--- src/rtl/seg_demo_pkg.sv ---
// Shared definitions for the up/down counter 7-segment demo.
//   sel_state_t         : debouncer state encoding
//   DEBOUNCE_CYCLES_DEF : default stable interval (10 ms at 50 MHz)
//   CLK_HZ              : board clock frequency, shared with clk_div
package seg_demo_pkg;

  typedef enum logic [1:0] {
    S_RELEASED,
    S_ARM_PRESS,
    S_PRESSED,
    S_ARM_RELEASE
  } sel_state_t;

  localparam int unsigned DEBOUNCE_CYCLES_DEF = 500000;
  localparam int unsigned CLK_HZ              = 50_000_000;

endpackage

--- src/rtl/sync_2ff.sv ---
// Two-flop synchronizer for asynchronous board inputs.
// Ports:
//   clk : destination clock
//   clr : synchronous active-high clear; both flops load RESET_VAL
//   d   : asynchronous input
//   q   : synchronized output, two edges behind d
module sync_2ff #(
  parameter bit RESET_VAL = 1'b0
) (
  input  logic clk,
  input  logic clr,
  input  logic d,
  output logic q
);

  logic meta;

  always_ff @(posedge clk) begin
    if (clr) begin
      meta <= RESET_VAL;
      q    <= RESET_VAL;
    end else begin
      meta <= d;
      q    <= meta;
    end
  end

endmodule

--- src/rtl/select_debouncer.sv ---
// Debounces the display-select button and turns each accepted press into a
// toggle of the mux select line.
// Ports:
//   clk       : system clock
//   clr       : synchronous active-high reset
//   btn_raw   : raw bouncing button/switch input (asynchronous)
//   btn_level : debounced level, 1 = pressed
//   btn_pulse : one-cycle strobe per accepted press
//   select    : toggles on every accepted press
module select_debouncer
  import seg_demo_pkg::*;
#(
  parameter int unsigned DEBOUNCE_CYCLES = DEBOUNCE_CYCLES_DEF,
  parameter int unsigned CNT_W           = 20,
  parameter bit          ACTIVE_LOW      = 1'b1
) (
  input  logic clk,
  input  logic clr,
  input  logic btn_raw,
  output logic btn_level,
  output logic btn_pulse,
  output logic select
);

  localparam logic [CNT_W-1:0] CntLast = CNT_W'(DEBOUNCE_CYCLES - 1);

  logic       sync_out;
  logic       pressed_s;
  sel_state_t state_q;
  logic [CNT_W-1:0] cnt_q;
  logic       level_q;
  logic       pulse_q;
  logic       select_q;

  // Synchronizer resets to the raw "not pressed" level so no spurious press
  // is seen straight out of reset.
  sync_2ff #(
    .RESET_VAL (ACTIVE_LOW)
  ) u_sync (
    .clk (clk),
    .clr (clr),
    .d   (btn_raw),
    .q   (sync_out)
  );

  assign pressed_s = sync_out ^ ACTIVE_LOW;

  always_ff @(posedge clk) begin
    if (clr) begin
      state_q  <= S_RELEASED;
      cnt_q    <= '0;
      level_q  <= 1'b0;
      pulse_q  <= 1'b0;
      select_q <= 1'b0;
    end else begin
      pulse_q <= 1'b0;
      unique case (state_q)
        S_RELEASED: begin
          if (pressed_s) begin
            state_q <= S_ARM_PRESS;
            cnt_q   <= CNT_W'(1);
          end else begin
            cnt_q <= '0;
          end
        end
        S_ARM_PRESS: begin
          if (!pressed_s) begin
            // Bounce: restart from scratch.
            state_q <= S_RELEASED;
            cnt_q   <= '0;
          end else if (cnt_q == CntLast) begin
            state_q  <= S_PRESSED;
            cnt_q    <= '0;
            level_q  <= 1'b1;
            pulse_q  <= 1'b1;
            select_q <= ~select_q;
          end else begin
            cnt_q <= cnt_q + CNT_W'(1);
          end
        end
        S_PRESSED: begin
          if (!pressed_s) begin
            state_q <= S_ARM_RELEASE;
            cnt_q   <= CNT_W'(1);
          end
        end
        S_ARM_RELEASE: begin
          if (pressed_s) begin
            state_q <= S_PRESSED;
            cnt_q   <= '0;
          end else if (cnt_q == CntLast) begin
            state_q <= S_RELEASED;
            cnt_q   <= '0;
            level_q <= 1'b0;
          end else begin
            cnt_q <= cnt_q + CNT_W'(1);
          end
        end
        default: begin
          state_q <= S_RELEASED;
          cnt_q   <= '0;
          level_q <= 1'b0;
        end
      endcase
    end
  end

  assign btn_level = level_q;
  assign btn_pulse = pulse_q;
  assign select    = select_q;

endmodule

--- config.mk ---
export PLATFORM = sky130hd
export DESIGN_NAME = select_debouncer
export DESIGN_NICKNAME = d
export VERILOG_FILES = /design/src/rtl/seg_demo_pkg.sv /design/src/rtl/sync_2ff.sv /design/src/rtl/select_debouncer.sv
export SDC_FILE = /design/constraint.sdc
export NUM_CORES = 1
export LEC_CHECK = 0
export BUFFER_PORTS_ARGS = -buffer_cell sky130_fd_sc_hd__buf_2
export CAP_MARGIN = 20
export CORE_UTILIZATION = 50
export CTS_BUF_LIST = sky130_fd_sc_hd__clkbuf_16
export DETAILED_ROUTE_END_ITERATION = 16
export MAX_ROUTING_LAYER = met4
export PLACE_DENSITY = 0.67
export SYNTH_ARGS = -nofsm -noshare
export SYNTH_HDL_FRONTEND = slang
export SYNTH_SLANG_ARGS = --single-unit
--- constraint.sdc ---
create_clock -name clk -period 2.85 [get_ports clk]
set_clock_uncertainty 0.2 [all_clocks]
set_input_delay 0.57 -clock clk [delete_from_list [all_inputs] [get_ports clk]]
set_output_delay 0.57 -clock clk [all_outputs]
set_load 0.02 [all_outputs]
==> reports/metrics.yaml, run 1 <==
critical_path:
  crit_path_top_delay_cell: "sky130_fd_sc_hd__nor4_4"
  worst_r2r_path_depth: 7
  cp_num_cells: 7
  worst_setup_path_end_kind: "flip-flop"
  critical-path-top-delay-family: "simple AND/OR/NAND/NOR gates"
  critical_path.cell_chain: "ha_1, nand4_1, nor4_4, a211oi_2, buf_4, a41oi_2, a31oi_1"
  worstPathRequired_ns: 2.79
  critical_path_arrival_ns: 2.32
  crit_buf_inv: 1
  critical_path.max_fanout: 14
  critPathLaunchType: "flip-flop"
  critPathKind: "flip-flop to flip-flop"
  slowest_cell_delay_on_critical_path_ns: 0.42
synthesis:
  synth-edff-count: 0
  synth_largest_type_area_fraction: 0.3861
  netlist_instances: 167
  yosys.cell_count.top_type: "sky130_fd_sc_hd__dfxtp_1"
  synth.top_cells.by_count: "sky130_fd_sc_hd__dfxtp_1, sky130_fd_sc_hd__nand2_1, sky130_fd_sc_hd__nor2_1"
  ys.warnings.count: 0
  synth_unique_cells: 41
  synth_flop_cell: "sky130_fd_sc_hd__dfxtp_1"
  synthArstFlopShare: 0
  avgSynthCellArea_sq_um: 8.384
  yosysSeqAreaShare: 0.3861
  synth_area_leaders: "sky130_fd_sc_hd__dfxtp_1, sky130_fd_sc_hd__a31oi_1, sky130_fd_sc_hd__nand2_1, sky130_fd_sc_hd__nor2_1, sky130_fd_sc_hd__nand3_1"
  synth_area_sq_um: 1400
  synthDominantAreaCellType: "sky130_fd_sc_hd__dfxtp_1"
  synth-seq-cells: 27
  synth_fp_nets: 171
grt:
  vias_in_the_first_global_route: 1089
  grt_antenna_before_repair: 0
  grt_first_pass_wirelength_mm: 4.954
  maximum_number_of_pins_on_one_net_before_global_route_repair: 19
  gr-total-overflow: 0
  grt_use_total: 0.2400
cts:
  cts.sinks: 27
  cts_setup_buffers: 0
  numCtsBuffers: 3
  root_buffer: "sky130_fd_sc_hd__clkbuf_16"
  cts.repair.resized: 0
  clkSlewWorstSetupHoldPaths_ns: 0.07
  cts_tree: "yes"
  clock_latency_ns: 0.26
  cts_max_level: 1
  ctsHoldBuffers: 0
  clock_path_buffers: 2
place:
  finalWeightedCongestion: 0.8797
  numPortBuffers: 5
  dpl.hpwl_mm: 2.227
floorplan:
  die_area_sq_um: 3016
  core-area_sq_um: 2567
  std_cell_rows: 18
  io_pins: 6
  die_w_microns: 54.92
  dieHeight_microns: 54.92
  initial_core_util: 0.5453
cells_and_area:
  fillerInstances: 235
  seq_area_sq_um: 540.5
  area_of_the_multi_input_gates_sq_um: 800.8
  syn_to_final_growth_pct: 8.311
  final_layout_size_suffix_gt1_frac: 0.1183
  n_antenna_cell: 0
  finalNetCount: 174
routing:
  remaining_drc_errors: 0
  detail_route.vias_per_cell: 6.427
  via_count: 1279
  drt_iter0_markers: 42
  route.final.wire_length_mm: 3.054
  route.antenna.remaining_nets: 0
  routedWlPerCell_microns: 15.35
  drt_first_pass_iters: 5
power:
  ir_drop_mv: 0.4281
  power.leakage_nw: 0.5128
  power.total_mw: 0.7199
  power.density_nw_per_um2: 474.8
timing:
  timing_worst_slew_pin_value_ns: 0.5967
  maxSlewViolCount: 0
  hold_viol_final: 0
  layout_min_cycle_time_ns: 2.387
  final_min_period_over_clock_period: 0.8376
  max_freq_ghz: 0.4189
  rsz0062_at_grt: "false"
  setup_violations: 0
  maxSlewHeadroom: 0.6022
  fin_setup_tns_ns: 0
status:
  result_of_the_run: "complete, no violations"
hold_path:
  hold_depth: 1
  hp-class: "flip-flop to flip-flop"
job:
  timing.max_cap.violations: 0
==> state kept, by name (all words and copies together) (netlist names), named ones only <==
signal and cells:
cnt_q 20, btn_level 1, state_q 1, u_sync.q 1, btn_pulse 1, select 1
u_sync.meta 1
==> worst reg2reg max path: stages (launching register included) <==
cell,delay (ns)
sky130_fd_sc_hd__dfxtp_1,0.39
sky130_fd_sc_hd__ha_1,0.26
sky130_fd_sc_hd__nand4_1,0.30
sky130_fd_sc_hd__nor4_4,0.42
sky130_fd_sc_hd__a211oi_2,0.22
sky130_fd_sc_hd__buf_4,0.24
sky130_fd_sc_hd__a41oi_2,0.18
sky130_fd_sc_hd__a31oi_1,0.06
==> cells in the final DEF (no fill, tap or decap), types with 3 or more instances in the layout <==
cell,netlist,routed
sky130_fd_sc_hd__dfxtp_1,27,27
sky130_fd_sc_hd__nand2_1,16,16
sky130_fd_sc_hd__nor2_1,16,16
sky130_fd_sc_hd__nand3_1,11,11
sky130_fd_sc_hd__a31oi_1,10,10
sky130_fd_sc_hd__a21oi_1,8,8
sky130_fd_sc_hd__nand4_1,7,7
sky130_fd_sc_hd__inv_1,6,6
sky130_fd_sc_hd__nor4_1,6,6
sky130_fd_sc_hd__a22oi_1,5,5
sky130_fd_sc_hd__buf_2,2,5
sky130_fd_sc_hd__nor3_1,4,4
sky130_fd_sc_hd__xnor2_1,4,4
sky130_fd_sc_hd__xor2_1,4,4
sky130_fd_sc_hd__o21ai_0,4,4
sky130_fd_sc_hd__clkbuf_16,0,3
==> stage by stage <==
step                      instances  hold slack [ns]  worst slack, ns    util  instance area [sq um]
after floorplan                 167           0.1895           0.8222       -                   1400
after global placement          195           0.1952           0.5622  0.5585                   1434
after detailed placement        195           0.2163           0.4996  0.5585                   1434
after CTS                       199           0.2374           0.4782  0.5906                   1516
after global routing            199           0.2581           0.2847  0.5906                   1516
final                           199           0.2299           0.4628  0.5906                   1516
==> where the power goes <==
part / switching (mW) / total, mW / internal, mW
sequential: 0.00292 / 0.383 / 0.381
combinational: 0.00918 / 0.0146 / 0.00538
clock: 0.131 / 0.322 / 0.191
total: 0.143 / 0.720 / 0.577
==> worst paths after layout <==
check	from	end	slack (ns)
worst max-delay path	cnt_q[0]$_SDFFE_PP0P_	cnt_q[19]$_SDFFE_PP0P_	0.46
worst min register to register	u_sync.meta$_SDFF_PP1_	u_sync.q$_SDFF_PP1_	0.23
worst min-delay path	u_sync.meta$_SDFF_PP1_	u_sync.q$_SDFF_PP1_	0.23
worst max register to register	cnt_q[0]$_SDFFE_PP0P_	cnt_q[19]$_SDFFE_PP0P_	0.46
==> area by class of cell <==
| cell class | count | area share |
|---|---|---|
| tap | 30 | 0.02475 |
| timing repair buffer | 6 | 0.02145 |
| clock inverter | 1 | 0.004951 |
| sequential | 27 | 0.3564 |
| clock buffer | 3 | 0.04951 |
| inverter | 6 | 0.01485 |
| multi-input combinational | 126 | 0.5281 |
==> cells by family (layout without fill, tap and decap cells) <==
family / Yosys count / after routing / share of synthesized area
AOI/OAI and AO/OA: 38 / 38 / 0.1948
and+or+nand+nor: 78 / 78 / 0.3110
buffers and inverters: 14 / 16 / 0.04200
xor gates and xnor gates: 8 / 8 / 0.05004
adders and majority gates: 1 / 1 / 0.008935
DFF: 27 / 27 / 0.3861
muxes: 1 / 1 / 0.007150
==> layer usage <==
layer  up-vias  track usage  wire length (microns)  part of all wire
li1        632            -                      -                 -
met1       614       0.2936                   1426              0.47
met2        29       0.3835                   1462              0.48
met3         4      0.04645                    124             0.041
met4         0       0.1042                     40             0.013
met5         -            -                      0                 0
Power figures use the tool's default switching activity.
==> run 2: changes to the inputs <==
- ABC_AREA: default -> 1
- clock period: 2.85 -> 2.5 ns (I/O delays scaled with it)
==> run 2 against run 1 <==
  * Clock power increased by 18%
  * Total power increased by 15%
  * First-iteration DRC count increased by 48%
  * Critical path type unchanged
  * Clock-buffer cell count unchanged
  * Area after synthesis increased by 14%
  * Combinational power about the same
  * Sequential cell count unchanged
  * Final cell count increased by 46%
  * Critical path depth increased by 1
  * Non-clock buffer count unchanged
  * Wire length increased by 3.6%
  * Core utilization decreased by 2.3 points
==> reports/metrics.yaml, run 2 <==
synthesis:
  netlist_instances: 241
  synth_flop_cell: "sky130_fd_sc_hd__dfxtp_1"
  synth_area_leaders: "sky130_fd_sc_hd__dfxtp_1, sky130_fd_sc_hd__nand2_1, sky130_fd_sc_hd__inv_1, sky130_fd_sc_hd__nor2_1, sky130_fd_sc_hd__xor2_1"
  synth-edff-count: 0
  synth_area_sq_um: 1597
  synthDominantAreaCellType: "sky130_fd_sc_hd__dfxtp_1"
  yosysSeqAreaShare: 0.3386
  yosys.cell_count.top_type: "sky130_fd_sc_hd__nand2_1"
  ys.warnings.count: 0
  synth_fp_nets: 245
  synth.top_cells.by_count: "sky130_fd_sc_hd__nand2_1, sky130_fd_sc_hd__inv_1, sky130_fd_sc_hd__nor2_1"
  synth_unique_cells: 29
  avgSynthCellArea_sq_um: 6.625
  synth_largest_type_area_fraction: 0.3386
  synth-seq-cells: 27
  synthArstFlopShare: 0
cts:
  ctsHoldBuffers: 0
  cts_max_level: 1
  cts_setup_buffers: 0
  cts.repair.resized: 0
  numCtsBuffers: 3
  clkSlewWorstSetupHoldPaths_ns: 0.07
  clock_latency_ns: 0.27
  cts.sinks: 27
  root_buffer: "sky130_fd_sc_hd__clkbuf_16"
  clock_path_buffers: 2
  cts_tree: "yes"
cells_and_area:
  n_antenna_cell: 0
  largest_reg_flops: 20
  most_common_cell_after_layout_fill_and_taps_aside: "sky130_fd_sc_hd__nand2_1"
  post-route-cell-area_sq_um: 1733
  top_register: "cnt_q"
  finalNetCount: 252
  layoutNonFillerInstCount: 291
  layout.cells.most_common_list: "sky130_fd_sc_hd__nand2_1, sky130_fd_sc_hd__inv_1, sky130_fd_sc_hd__nor2_1"
  fillerInstances: 311
  final_layout_size_suffix_gt1_frac: 0.1336
  syn_to_final_growth_pct: 8.542
place:
  finalWeightedCongestion: 0.8376
  dpl.hpwl_mm: 2.373
  dpl_cell_area_sq_um: 1650
  placedCellCount: 287
  numPortBuffers: 5
timing:
  maxSlewHeadroom: 0.7986
  final_min_period_over_clock_period: 0.7306
  hold_viol_final: 0
  max_freq_ghz: 0.5475
  timing_worst_slew_pin_value_ns: 0.3021
  fin_setup_tns_ns: 0
  maxSlewViolCount: 0
  setup_violations: 0
  rsz0062_at_grt: "false"
  timing.hold.ws_ns: 0.2115
  layout_min_cycle_time_ns: 1.827
routing:
  drt_first_pass_iters: 5
  via_count: 1402
  drt_iter0_markers: 62
  routedWlPerCell_microns: 10.87
  remaining_drc_errors: 0
  route.antenna.remaining_nets: 0
  detail_route.vias_per_cell: 4.818
  route.final.wire_length_mm: 3.164
job:
  timing.max_cap.violations: 0
status:
  result_of_the_run: "complete, no violations"
floorplan:
  die_area_sq_um: 3423
  io_pins: 6
  std_cell_rows: 20
  die_w_microns: 58.51
  initial_core_util: 0.5230
  dieHeight_microns: 58.51
  core-area_sq_um: 3053
grt:
  grt_use_total: 0.2185
  gr-total-overflow: 0
  grt_antenna_before_repair: 0
  maximum_number_of_pins_on_one_net_before_global_route_repair: 17
  grt_first_pass_wirelength_mm: 5.554
  vias_in_the_first_global_route: 1250
critical_path:
  critPathKind: "flip-flop to flip-flop"
  critical_path.max_fanout: 9
  worstPathRequired_ns: 2.46
  critical_path_arrival_ns: 1.79
  worst_setup_path_end_kind: "flip-flop"
  critPathLaunchType: "flip-flop"
power:
  power.total_mw: 0.8298
  power.leakage_nw: 0.6791
  power.density_nw_per_um2: 478.8
  ir_drop_mv: 0.3250
hold_path:
  hp-class: "primary input to flip-flop"
-- run 2: changes by cell type after synthesis, moves of 5 or more --
cell and change:
sky130_fd_sc_hd__xor2_1 +5, sky130_fd_sc_hd__nor2_1 +14, sky130_fd_sc_hd__a22oi_1 -5, sky130_fd_sc_hd__inv_1 +25, sky130_fd_sc_hd__nor2_2 +11, sky130_fd_sc_hd__nor4_1 -6, sky130_fd_sc_hd__a31oi_1 -10, sky130_fd_sc_hd__nand2_1 +57
-- run 2: metal layers --
layer	global-route usage	wire length, microns
met5	-	0
met4	0.08844	71
met3	0.03297	114
met2	0.3087	1288
met1	0.3106	1689
-- run 2: through the flow --
step           utilization  setup slack (ns)
2_1_floorplan            -            0.8584
3_3_place_gp        0.5406            0.7333
3_5_place_dp        0.5406            0.7056
4_1_cts             0.5676            0.6810
5_1_grt             0.5676            0.4475
6_report            0.5676            0.6735
-- run 2: where the power goes --
part | switching [mW] | internal [mW]
sequential | 0.00236 | 0.432
combinational | 0.0102 | 0.00446
clock | 0.163 | 0.218
-- run 2: area by class of cell --
type / count / area, sq um / area share
Multi-Input combinational cell: 176 / 894.6 / 0.5162
Tap cell: 44 / 55.05 / 0.03177
Clock inverter: 1 / 7.507 / 0.004332
Timing Repair Buffer: 6 / 32.53 / 0.01877
Inverter: 34 / 127.6 / 0.07365
Sequential cell: 27 / 540.5 / 0.3119
Clock buffer: 3 / 75.07 / 0.04332
-- run 2: path summary, 6_finish.rpt --
| path | from | endpoint | slack, ns | cells after the start |
|---|---|---|---|---|
| setup / recovery | cnt_q[0]$_SDFFE_PP0P_ | cnt_q[16]$_SDFFE_PP0P_ | 0.67 | 8 |
| hold / removal | btn_raw | u_sync.meta$_SDFF_PP1_ | 0.21 | 2 |
| setup reg to reg | cnt_q[0]$_SDFFE_PP0P_ | cnt_q[16]$_SDFFE_PP0P_ | 0.67 | 8 |
| hold reg to reg | u_sync.meta$_SDFF_PP1_ | u_sync.q$_SDFF_PP1_ | 0.21 | 1 |
-- run 2: kinds of logic (layout without fill, tap and decap cells) --
group,count (synthesis),after routing,share of synthesized area
adders and majority gates,1,1,0.007836
DFF,27,27,0.3386
and+or+nand+nor,148,148,0.4310
xor gates and xnor gates,10,10,0.05486
buffers and inverters,38,44,0.1011
muxes,1,1,0.006270
AOI/OAI and AO/OA,16,16,0.06034
-- run 2: critical path, cell delays in order, from the launching register on --
cell and delay, ns:
sky130_fd_sc_hd__dfxtp_1 0.40, sky130_fd_sc_hd__ha_1 0.21, sky130_fd_sc_hd__nand2_1 0.11, sky130_fd_sc_hd__nor2_2 0.16, sky130_fd_sc_hd__nand3_2 0.15, sky130_fd_sc_hd__nor2_8 0.19
sky130_fd_sc_hd__o21ai_4 0.08, sky130_fd_sc_hd__nand2_4 0.16, sky130_fd_sc_hd__nor2_2 0.05
